File: src/rtl/ren_chain_arbiter.sv
// Round-robin arbiter sharing one downstream read-enable port among NUM_REQ requesters.
// Optional WAIT-state timeout abort is enabled by defining REN_ARB_TIMEOUT_EN.
module ren_chain_arbiter #(
    parameter int NUM_REQ        = 4,
    parameter int ADDR_W         = 8,
    parameter int TIMEOUT_CYCLES = 16
) (
    input  logic                      clk,
    input  logic                      reset,
    input  logic [NUM_REQ-1:0]        io_req_ren,
    input  logic [NUM_REQ*ADDR_W-1:0] io_req_addr,
    output logic [NUM_REQ-1:0]        io_gnt,
    output logic                      io_port_ren,
    output logic [ADDR_W-1:0]         io_port_addr,
    input  logic                      io_port_ready,
    input  logic                      io_port_ack,
    output logic [NUM_REQ-1:0]        io_done,
    output logic                      io_busy,
    output logic                      io_err
);

    localparam int PTR_W = (NUM_REQ > 1) ? $clog2(NUM_REQ) : 1;

    if (NUM_REQ < 2 || NUM_REQ > 8 || TIMEOUT_CYCLES < 1) begin : g_bad_param
        $error("ren_chain_arbiter: parameter out of range");
    end

    typedef enum logic [1:0] {
        IDLE  = 2'd0,
        ISSUE = 2'd1,
        WAIT  = 2'd2
    } state_t;

    state_t             state;
    logic [PTR_W-1:0]   rr_ptr;
    logic [PTR_W-1:0]   win_idx;
    logic [PTR_W-1:0]   win_next;
    logic               pick_vld;
    logic [PTR_W-1:0]   pick_idx;
    logic [PTR_W-1:0]   cand_idx;
    int                 cand;
    logic [ADDR_W-1:0]  req_addr_arr [NUM_REQ];

`ifdef REN_ARB_TIMEOUT_EN
    localparam int CNT_W = $clog2(TIMEOUT_CYCLES + 1);
    logic [CNT_W-1:0] wait_cnt;
`endif

    always_comb begin
        for (int k = 0; k < NUM_REQ; k++) begin
            req_addr_arr[k] = io_req_addr[k*ADDR_W +: ADDR_W];
        end
    end

    // Search starts at rr_ptr and wraps, so the first hit is the round-robin winner.
    always_comb begin
        pick_vld = 1'b0;
        pick_idx = '0;
        cand     = 0;
        cand_idx = '0;
        for (int k = 0; k < NUM_REQ; k++) begin
            cand     = (int'(rr_ptr) + k) % NUM_REQ;
            cand_idx = PTR_W'(cand);
            if (!pick_vld && io_req_ren[cand_idx]) begin
                pick_vld = 1'b1;
                pick_idx = cand_idx;
            end
        end
    end

    assign win_next = (win_idx == PTR_W'(NUM_REQ - 1)) ? '0 : win_idx + 1'b1;

    always_ff @(posedge clk) begin
        if (reset) begin
            state        <= IDLE;
            rr_ptr       <= '0;
            win_idx      <= '0;
            io_gnt       <= '0;
            io_port_ren  <= 1'b0;
            io_port_addr <= '0;
            io_done      <= '0;
            io_busy      <= 1'b0;
            io_err       <= 1'b0;
`ifdef REN_ARB_TIMEOUT_EN
            wait_cnt     <= '0;
`endif
        end else begin
            io_done <= '0;
            io_err  <= 1'b0;
            case (state)
                IDLE: begin
                    if (pick_vld) begin
                        win_idx      <= pick_idx;
                        io_gnt       <= NUM_REQ'(1) << pick_idx;
                        io_port_addr <= req_addr_arr[pick_idx];
                        io_port_ren  <= 1'b1;
                        io_busy      <= 1'b1;
                        state        <= ISSUE;
                    end
                end
                ISSUE: begin
                    // A same-cycle ack is not consumed here; WAIT needs its own ack.
                    if (io_port_ready) begin
                        io_port_ren <= 1'b0;
                        state       <= WAIT;
`ifdef REN_ARB_TIMEOUT_EN
                        wait_cnt    <= '0;
`endif
                    end
                end
                WAIT: begin
                    if (io_port_ack) begin
                        io_done <= io_gnt;
                        rr_ptr  <= win_next;
                        io_gnt  <= '0;
                        io_busy <= 1'b0;
                        state   <= IDLE;
                    end
`ifdef REN_ARB_TIMEOUT_EN
                    else if (wait_cnt == CNT_W'(TIMEOUT_CYCLES)) begin
                        io_err  <= 1'b1;
                        rr_ptr  <= win_next;
                        io_gnt  <= '0;
                        io_busy <= 1'b0;
                        state   <= IDLE;
                    end else begin
                        wait_cnt <= wait_cnt + CNT_W'(1);
                    end
`endif
                end
                default: begin
                    state       <= IDLE;
                    io_gnt      <= '0;
                    io_port_ren <= 1'b0;
                    io_busy     <= 1'b0;
                end
            endcase
        end
    end

endmodule

File: config.mk
export PLATFORM = sky130hd
export DESIGN_NAME = ren_chain_arbiter
export DESIGN_NICKNAME = d
export VERILOG_FILES = /design/src/rtl/ren_chain_arbiter.sv
export SDC_FILE = /design/constraint.sdc
export NUM_CORES = 1
export LEC_CHECK = 0
export ABC_AREA = 1
export CAP_MARGIN = 30
export CELL_PAD_IN_SITES_DETAIL_PLACEMENT = 1
export CELL_PAD_IN_SITES_GLOBAL_PLACEMENT = 1
export CORE_MARGIN = 4
export CORE_UTILIZATION = 25
export CTS_CLUSTER_DIAMETER = 40
export DETAILED_ROUTE_END_ITERATION = 12
export PLACE_DENSITY = 0.73
export RECOVER_POWER = 50
export SYNTH_ARGS = -nofsm -noshare
export SYNTH_HDL_FRONTEND = slang
export SYNTH_SLANG_ARGS = --single-unit
File: constraint.sdc
create_clock -name clk -period 2.1 [get_ports clk]
set_input_delay 0.42 -clock clk [delete_from_list [all_inputs] [get_ports clk]]
set_output_delay 0.42 -clock clk [all_outputs]
set_load 0.02 [all_outputs]
==> results_dict.tcl <==
set metrics [dict create \
    fmax_mhz 522 \
    pwr-share-clk_pct 26.6 \
    rows 27 \
    dieHeight_um 85.1 \
    netSwitchingPower_uw 521 \
    clkTransAtPathRegs_ns 0.09 \
    post_drt_wl_per_cell_um 13.1 \
    path_max_fanout 8 \
    htreeDepth 1 \
    yosysWarnings 0 \
    final_antenna_net_count 0 \
    die_w_um 85.1 \
    finalNetCount 344 \
    hold_path_class "reg -> reg" \
    cts.path.max_buffers 2 \
    crit_arrival_ns 2.13 \
    drc 0 \
    start_util_pct 26.4 \
    drive_above_1_share_pct 14.9 \
    finalCritPeriodShare_pct 91.3 \
    critical_path_class "in -> reg" \
    die_area_mm2 0.00725 \
    synth_area_leaders "dfxtp_1, nand2_1, nand3_1" \
    finalNonFillerCells 374 \
    routed_wl_um 4920 \
    grt_util_all_layers_pct 13.7 \
    finalHoldViolCount 0 \
    syn_nets 276 \
    outcome "completed" \
    p_leak_nw 1.06 \
    vias_per_cell 4.57 \
    synth_area_per_cell_um2 6.33 \
    p_comb_share_pct 39.4 \
    io_pins 59 \
    drt_iter0_markers 31 \
    cts_sinks 24 \
    grt_overflow 0 \
    skew_ns 0.00271 \
    critPathLaunchType "primary input" \
    rsz0062_at_grt "yes" \
    hold_buffers 0 \
    intPower_mw 1.05 \
    diodes 0 \
    slew_viol_final 0 \
    finalSetupViolations 0 \
    peakVddDrop_uv 313 \
    dp_hpwl_um 3960 \
    seq_area_frac_synth_pct 32.3 \
    yosys.area.top_type_share_pct 32.3 \
    p_sw_share_pct 33.1 \
    cts-root-buf "clkbuf_8" \
    dr.pass1.iters 4 \
    area_growth_pct 57.0 \
    core_area_mm2 0.00564 \
    max_cap_violations 0 \
    port_buffers 57 \
    vias 1710 \
    finalCriticalPeriod_ns 1.92 \
    syn_inst 235 \
    synth_seq_cells 24 \
    worstPathRequired_ns 2.32 \
    cts_tree "yes" \
    cts_made_buffers 3 \
    clk_latency_ns 0.27 \
    postLayoutCoreUtil_pct 41.4 \
    syn_area_mm2 0.00149 \
    p_seq_share_pct 33.9 \
    grt_pass1_wl_um 8100 \
    synth_top_area_cell "dfxtp_1" \
    routabilityCongestion 0.771 \
    power.density_mw_per_mm2 674 \
    grt_pass1_vias 1730 \
    fillers 701 \
    grt_max_degree 23 \
    whs_ns 0.450 \
    ys_types 23 \
    dp_cells 369 \
    grt_antenna_before_repair 0 \
    end_kind "register" \
]
==> cells in the mapped netlist <==
cell type / count
a211oi_1: 1
a21oi_1: 11
a31oi_2: 1
buf_4: 4
buf_6: 4
clkbuf_1: 2
conb_1: 1
dfxtp_1: 24
ha_1: 1
inv_1: 18
inv_2: 3
inv_4: 1
nand2_1: 68
nand2_2: 3
nand3_1: 43
nand3_2: 2
nand3_4: 1
nand4_1: 2
nor2_1: 29
nor2_2: 1
nor2_4: 3
o21ai_0: 9
o21ai_1: 3
==> per-stage QoR <==
stage / total power [mW] / setup WS (ns) / area, µm² / TNS, ns
2_1_floorplan: 0.886 / 0.439 / 1490 / 0
3_3_place_gp: 1.15 / -0.119 / 2220 / -0.902
3_5_place_dp: 1.16 / -0.193 / 2220 / -1.68
4_1_cts: 1.59 / 0.0108 / 2290 / 0
5_1_grt: 1.69 / -0.0199 / 2340 / -0.0257
6_report: 1.57 / 0.183 / 2340 / 0
==> cell usage in the layout, fill, tap and decap left out, types with 3 or more instances in the layout <==
cell	count
o21ai_1	3
nand3_2	4
inv_1	18
inv_2	3
buf_12	3
clkbuf_8	3
o21ai_0	9
nor2_1	29
a21oi_1	11
nor2_4	3
dlygate4sd3_1	13
dfxtp_1	22
clkdlybuf4s50_1	44
nand3_1	40
buf_4	12
nand2_1	63
nand2_2	8
==> routing by layer <==
metal	vias up	track usage (%)	part of all wire [%]
met5	-	0	0
met4	0	3.88	1.3
met3	6	2.14	3.6
met2	34	24.8	50
met1	782	16.6	45
li1	888	-	-
==> what timing repair did <==
item	4_1_cts	5_1_grt
setup endpoints to repair	0	14
resized for setup	0	12
buffers inserted	0	1
==> cell families after synthesis <==
kind of cell,after synthesis,share of synthesized area [%]
and+or+nand+nor,152,46.3
adders and majority gates,1,0.841
AOI/OAI and AO/OA,25,9.08
other,1,0.252
DFF,24,32.3
buffers and inverters,32,11.3
==> power groups by stage <==
stage	clock network [mW]	logic, mW	registers [mW]
after global placement	0	0.606	0.545
after global routing	0.454	0.691	0.543
after floorplan	0	0.297	0.588
final	0.419	0.621	0.534
after detailed placement	0	0.618	0.546
after CTS	0.435	0.623	0.536
==> layout make-up <==
cell class,instances,area (µm²),area share (%)
Clock buffer,3,41.3,1.77
Clock inverter,1,30.0,1.29
Inverter,22,85.1,3.64
Multi-Input combinational cell,179,875,37.4
Sequential cell,24,483,20.7
Tap cell,72,90.1,3.86
Timing Repair Buffer,73,732,31.3
==> registers in the layout, summed over array words and instances, names as in the netlist <==
register / cells
io_port_addr: 8
io_done: 4
io_gnt: 4
rr_ptr: 2
state: 2
win_idx: 2
io_busy: 1
io_port_ren: 1
==> worst paths after layout <==
check	slack (ns)	start	end	cells past startpoint
max	0.18	io_req_ren[3]	io_port_addr[7]	14
min	0.45	io_gnt[3]	io_done[3]	2
max reg2reg	0.27	rr_ptr[0]	io_port_addr[0]	14
min reg2reg	0.45	io_gnt[3]	io_done[3]	2
==> critical path, stage by stage <==
cell	delay [ns]
clkdlybuf4s50_1	0.42
inv_1	0.08
nand2_1	0.09
nand3_2	0.11
nand2_2	0.08
inv_1	0.11
nand2_1	0.07
nand2_2	0.09
nand3_4	0.12
nor2_4	0.25
nand2_1	0.09
nand2_1	0.06
nor2_1	0.04
nor2_1	0.08
Power figures use the tool's default switching activity.
